File: src/rtl/register_arbiter_pkg.sv
// register_arbiter_pkg: shared types and constants for the register-file write-port arbiter
package register_arbiter_pkg;
    localparam int REG_FIFO_DEPTH = 4;
    localparam int REG_ENTRY_W    = 37;

    typedef struct packed {
        logic        wren;
        logic [4:0]  waddr;
        logic [31:0] wdata;
    } register_write_in_type;

    typedef struct packed {
        logic [4:0]  waddr;
        logic [31:0] wdata;
    } register_fifo_entry_type;

    typedef struct packed {
        logic        pipe_wren;
        logic [4:0]  pipe_waddr;
        logic [31:0] pipe_wdata;
        logic        lsu_valid;
        logic [4:0]  lsu_waddr;
        logic [31:0] lsu_wdata;
        logic        rsv_valid;
        logic [4:0]  rsv_addr;
        logic        chk_rden1;
        logic [4:0]  chk_raddr1;
        logic        chk_rden2;
        logic [4:0]  chk_raddr2;
        logic        chk_wren;
        logic [4:0]  chk_waddr;
    } register_arbiter_in_type;

    typedef struct packed {
        logic                  lsu_ready;
        logic                  chk_hazard;
        logic                  pipe_stall;
        register_write_in_type register_win;
    } register_arbiter_out_type;
endpackage

File: src/rtl/register_arbiter_fifo.sv
// register_fifo: DEPTH x W synchronous FIFO for buffered long-latency writebacks
// Ports: push/push_data enqueue, pop dequeue, head is the oldest entry, full/empty status.
// The caller may push while full only when popping in the same cycle.
module register_fifo
    import register_arbiter_pkg::*;
#(
    parameter int DEPTH = REG_FIFO_DEPTH,
    parameter int W     = REG_ENTRY_W
) (
    input  logic         clk,
    input  logic         rst_n,
    input  logic         push,
    input  logic [W-1:0] push_data,
    input  logic         pop,
    output logic [W-1:0] head,
    output logic         full,
    output logic         empty
);
    localparam int AW = $clog2(DEPTH);
    logic [W-1:0] mem [DEPTH];
    logic [AW:0]  wr_ptr, rd_ptr;
    assign empty = wr_ptr == rd_ptr;
    assign full  = (wr_ptr[AW] != rd_ptr[AW]) && (wr_ptr[AW-1:0] == rd_ptr[AW-1:0]);
    assign head  = mem[rd_ptr[AW-1:0]];
    always_ff @(posedge clk or negedge rst_n) begin
        if (!rst_n) begin
            wr_ptr <= '0;
            rd_ptr <= '0;
        end else begin
            if (push) wr_ptr <= wr_ptr + 1'b1;
            if (pop) rd_ptr <= rd_ptr + 1'b1;
        end
    end
    always_ff @(posedge clk) begin
        if (push) mem[wr_ptr[AW-1:0]] <= push_data;
    end
endmodule

File: src/rtl/register_arbiter.sv
// register_arbiter: merges pipeline and long-latency writebacks onto one register-file write port
// Ports: pipe_* pipeline writeback (always wins unless x0), lsu_* buffered long-latency stream
// with lsu_ready, rsv_* destination reservation, chk_* hazard query -> chk_hazard,
// pipe_stall (registered anti-starvation pulse), register_win to the register file.
// Optional: define REGISTER_ARBITER_BYPASS_EN to let an LSU write skip the empty FIFO.
module register_arbiter
    import register_arbiter_pkg::*;
#(
    parameter int DEPTH      = REG_FIFO_DEPTH,
    parameter int STARVE_MAX = 8
) (
    input  logic                  clk,
    input  logic                  rst_n,
    input  logic                  pipe_wren,
    input  logic [4:0]            pipe_waddr,
    input  logic [31:0]           pipe_wdata,
    input  logic                  lsu_valid,
    input  logic [4:0]            lsu_waddr,
    input  logic [31:0]           lsu_wdata,
    output logic                  lsu_ready,
    input  logic                  rsv_valid,
    input  logic [4:0]            rsv_addr,
    input  logic                  chk_rden1,
    input  logic [4:0]            chk_raddr1,
    input  logic                  chk_rden2,
    input  logic [4:0]            chk_raddr2,
    input  logic                  chk_wren,
    input  logic [4:0]            chk_waddr,
    output logic                  chk_hazard,
    output logic                  pipe_stall,
    output register_write_in_type register_win
);
    localparam int CW = $clog2(STARVE_MAX + 1);
    register_fifo_entry_type head;
    logic          full, empty, pipe_own, accept, bypass, push, commit;
    logic [31:0]   busy, clr_mask, set_mask;
    logic [CW-1:0] starve_cnt, starve_next;

    assign pipe_own  = pipe_wren && pipe_waddr != 5'd0;
    assign lsu_ready = !full;
    assign accept    = lsu_valid && lsu_ready;
`ifdef REGISTER_ARBITER_BYPASS_EN
    assign bypass = accept && lsu_waddr != 5'd0 && empty && !pipe_own;
`else
    assign bypass = 1'b0;
`endif
    // x0 writes are acknowledged but never stored
    assign push   = accept && lsu_waddr != 5'd0 && !bypass;
    assign commit = !empty && !pipe_own;

    register_fifo #(.DEPTH(DEPTH), .W(REG_ENTRY_W)) u_fifo (
        .clk       (clk),
        .rst_n     (rst_n),
        .push      (push),
        .push_data ({lsu_waddr, lsu_wdata}),
        .pop       (commit),
        .head      (head),
        .full      (full),
        .empty     (empty)
    );

    always_comb begin
        register_win = '0;
        if (pipe_own) register_win = '{1'b1, pipe_waddr, pipe_wdata};
        else if (bypass) register_win = '{1'b1, lsu_waddr, lsu_wdata};
        else if (!empty) register_win = '{1'b1, head.waddr, head.wdata};
    end

    // a bypassed write retires its destination exactly like a head commit
    assign clr_mask   = ({31'b0, commit} << head.waddr) | ({31'b0, bypass} << lsu_waddr);
    assign set_mask   = {31'b0, rsv_valid} << rsv_addr;
    assign chk_hazard = (chk_rden1 && busy[chk_raddr1]) || (chk_rden2 && busy[chk_raddr2])
                      || (chk_wren && busy[chk_waddr]);

    // counts consecutive cycles the waiting head is overridden; cleared after the stall pulse
    assign starve_next = (empty || !pipe_own || starve_cnt == CW'(STARVE_MAX)) ? '0
                                                                               : starve_cnt + 1'b1;

    always_ff @(posedge clk or negedge rst_n) begin
        if (!rst_n) begin
            busy       <= '0;
            starve_cnt <= '0;
            pipe_stall <= 1'b0;
        end else begin
            busy       <= ((busy & ~clr_mask) | set_mask) & ~32'd1;
            starve_cnt <= starve_next;
            pipe_stall <= starve_next == CW'(STARVE_MAX);
        end
    end
endmodule

File: config.mk
export PLATFORM = sky130hd
export DESIGN_NAME = register_arbiter
export DESIGN_NICKNAME = d
export VERILOG_FILES = /design/src/rtl/register_arbiter_pkg.sv /design/src/rtl/register_arbiter_fifo.sv /design/src/rtl/register_arbiter.sv
export SDC_FILE = /design/constraint.sdc
export NUM_CORES = 1
export LEC_CHECK = 0
export CORE_ASPECT_RATIO = 0.5
export CORE_MARGIN = 2
export CORE_UTILIZATION = 58
export DETAILED_ROUTE_END_ITERATION = 6
export PLACE_DENSITY = 0.89
export SYNTH_ARGS = -nofsm -noshare
export SYNTH_HDL_FRONTEND = slang
export SYNTH_SLANG_ARGS = --single-unit
File: constraint.sdc
create_clock -name clk -period 5.7 [get_ports clk]
set_input_delay 1.14 -clock clk [delete_from_list [all_inputs] [get_ports clk]]
set_output_delay 1.14 -clock clk [all_outputs]
set_load 0.02 [all_outputs]
==> results.sh <==
export IMPL_synth_cell_types=50
export IMPL_min_period_ns=4.95
export IMPL_holdWs_ns=0.510
export IMPL_synth_xor_area_frac=0.0103
export IMPL_synth_edf_count=148
export IMPL_drv_cap=0
export IMPL_finalHoldViolations=0
export IMPL_yosys_area_top_type="edfxtp_1"
export IMPL_min_path_type="reg2reg"
export IMPL_critPathCaptureType="output port"
export IMPL_drt_initial_drc_count=453
export IMPL_final_design_area_no_fill_um2=10700
export IMPL_post_drt_wl_per_cell_um=23.7
export IMPL_grt_usage=0.273
export IMPL_antenna_found_initial=0
export IMPL_drcViolationCount=0
export IMPL_n_antenna_cell=0
export IMPL_multi_input_area_um2=2880
export IMPL_netlist_top_cells_area="edfxtp_1, dfrtp_1, mux4_2"
export IMPL_core_area_um2=14400
export IMPL_rsz0062_at_grt="false"
export IMPL_place_area_um2=10100
export IMPL_io_pins=143
export IMPL_area_growth_syn_to_layout_pct=25.8
export IMPL_slowest_stage="clkdlybuf4s50_1"
export IMPL_htree_levels=4
export IMPL_ant_nets=0
export IMPL_fp_dieW_um=176
export IMPL_path_common_cell="clkdlybuf4s50_1"
export IMPL_synth_top_area_share=0.521
export IMPL_synth_cells=525
export IMPL_yosysSeqAreaShare=0.644
export IMPL_cts_tree="built"
export IMPL_cts_setup_buffers=0
export IMPL_max_slew_margin=0.307
export IMPL_drive_gt1_frac=0.147
export IMPL_p_leak_nw=3.76
export IMPL_clock_skew_ns=0.00708
export IMPL_cts_hold_fix_buffers=0
export IMPL_outcome="finished, final reports clean"
export IMPL_ys_seq_elements=190
export IMPL_muxShareOfSynthArea=0.160
export IMPL_fmax_mhz=202
export IMPL_cp_buffers_inverters=2
export IMPL_fill_cells=860
export IMPL_clkLatencyLatePin_ns=0.43
export IMPL_setup_tns_ns=0
export IMPL_register_area_um2=5500
export IMPL_dp_final_hpwl_um=12700
export IMPL_place_ws_ns=0.757
export IMPL_drt_pre_antenna_iters=5
export IMPL_ys_async_sr_fraction=0.221
export IMPL_crit_type="in2out"
export IMPL_synth_compound_area_frac=0.0960
export IMPL_routed_wl_um=20800
export IMPL_avgSynthCellArea_um2=16.3
export IMPL_synth_adder_area_share=0.0103
export IMPL_cp_slowest_stage_delay_ns=0.74
export IMPL_gp_congestion=0.948
export IMPL_synth_ff_type="edfxtp_1"
export IMPL_yosys_warnings=0
export IMPL_clk_pin_slew_ns=0.07
export IMPL_synth_common_cells="edfxtp_1, o21ai_0, mux4_2"
export IMPL_die_area_um2=15800
export IMPL_port_buffers=142
export IMPL_setup_viol=0
export IMPL_cts_root_buf="clkbuf_16"
export IMPL_grt_pass1_wl_um=32200
export IMPL_synth_top_family_by_area="multiplexers"
export IMPL_syn_area_um2=8530
export IMPL_rows=31
export IMPL_post_route_period_util=0.869
export IMPL_viasPerCell=6.36
export IMPL_clock_sinks=190
export IMPL_grt_max_degree=43
export IMPL_arrival_ns=3.81
export IMPL_cts_buffers=17
export IMPL_critPathLaunchType="input pin"
export IMPL_grt_overflow_total=0
export IMPL_cts_resized_gates=0
export IMPL_powerDensity_nw_per_um2=497
export IMPL_nets=774
export IMPL_worst_slack_ns=0.746
export IMPL_yosys_cell_count_top_type="edfxtp_1"
export IMPL_die_h_um=89.8
export IMPL_irDropWorstVdd_mv=0.262
export IMPL_path_delay_family="buffers and inverters"
export IMPL_worst_slew_pin_slew_ns=1.04
export IMPL_syn_nets=634
export IMPL_num_vias=5567
export IMPL_cts_buffer_depth=2
export IMPL_worstPathMaxFanout=9
export IMPL_final_util=0.744
export IMPL_grt_pass1_vias=5687
export IMPL_worstPathCellList="clkdlybuf4s50_1 > mux4_2 > nor4b_1 > a31oi_1 > o311ai_1 > a2111o_1 > clkdlybuf4s50_1"
export IMPL_start_util=0.591
export IMPL_synthSimpleGateAreaFrac=0.0598
export IMPL_slew_violations=0
export IMPL_required_ns=4.56
## cell usage in the layout (no fill, tap or decap), types with 9 or more instances in the layout
cell type,count
nand3_1,12
a22o_1,37
mux4_2,43
edfxtp_1,148
clkbuf_16,17
dfrtp_1,40
clkdlybuf4s50_1,141
mux2i_1,21
nand4_1,9
nand2_1,11
nor2_1,9
o21ai_0,63
## power breakdown
group | leakage (nW) | internal (mW) | switching (mW)
logic | 1.59 | 0.904 | 0.991
clock network | 0.305 | 0.711 | 0.549
registers | 1.87 | 1.90 | 0.281
total | 3.76 | 3.52 | 1.82
## cells by family (layout without fill, tap and decap cells)
group                    count (synthesis)  in the layout
flip-flops                             190            190
AO/OA/AOI/OAI                          124            124
AND/OR/NAND/NOR                         87             87
multiplexers                            74             74
buffers and inverters                   33            186
XOR/XNOR                                10             10
adder cells (fa/ha/maj)                  7              7
## metrics by stage
step	power, mW	cells
floorplan	3.34	525
global placement	3.97	844
detailed placement	4.06	844
CTS	5.35	876
global route	5.58	876
finish	5.34	876
## metal layers
| layer | track usage | wire length (um) | share of wire | vias up |
|---|---|---|---|---|
| met2 | 0.460 | 10500 | 0.51 | 263 |
| met4 | 0.133 | 862 | 0.041 | 0 |
| li1 | - | - | - | 2428 |
| met1 | 0.341 | 8190 | 0.39 | 2809 |
| met3 | 0.0563 | 1200 | 0.058 | 67 |
| met5 | 0 | 0 | 0 | - |
## sequential cells by signal (all words and copies together), names as in the netlist
signal and flops:
busy 31, u_fifo.rd_ptr 3, u_fifo.wr_ptr 3, pipe_stall 1
starve_cnt 4, u_fifo.mem 148
## layout make-up
class	instances	area share
Clock inverter	14	0.0187
Sequential cell	190	0.512
Tap cell	198	0.0231
Inverter	7	0.00245
Timing Repair Buffer	147	0.135
Multi-Input combinational cell	302	0.268
Clock buffer	18	0.0400
## worst paths after layout
check	slack, ns	end	from	depth (start not counted)
min in group asynchronous	0.85	starve_cnt[2]	rst_n	1
max reg2reg	2.54	u_fifo.mem[3][13]	u_fifo.rd_ptr[0]	4
min	0.51	starve_cnt[0]	starve_cnt[0]	1
min reg2reg	0.51	starve_cnt[0]	starve_cnt[0]	1
max in group asynchronous	4.19	u_fifo.rd_ptr[0]	rst_n	1
max	0.75	chk_hazard	chk_waddr[1]	7
Power figures use the tool's default switching activity.
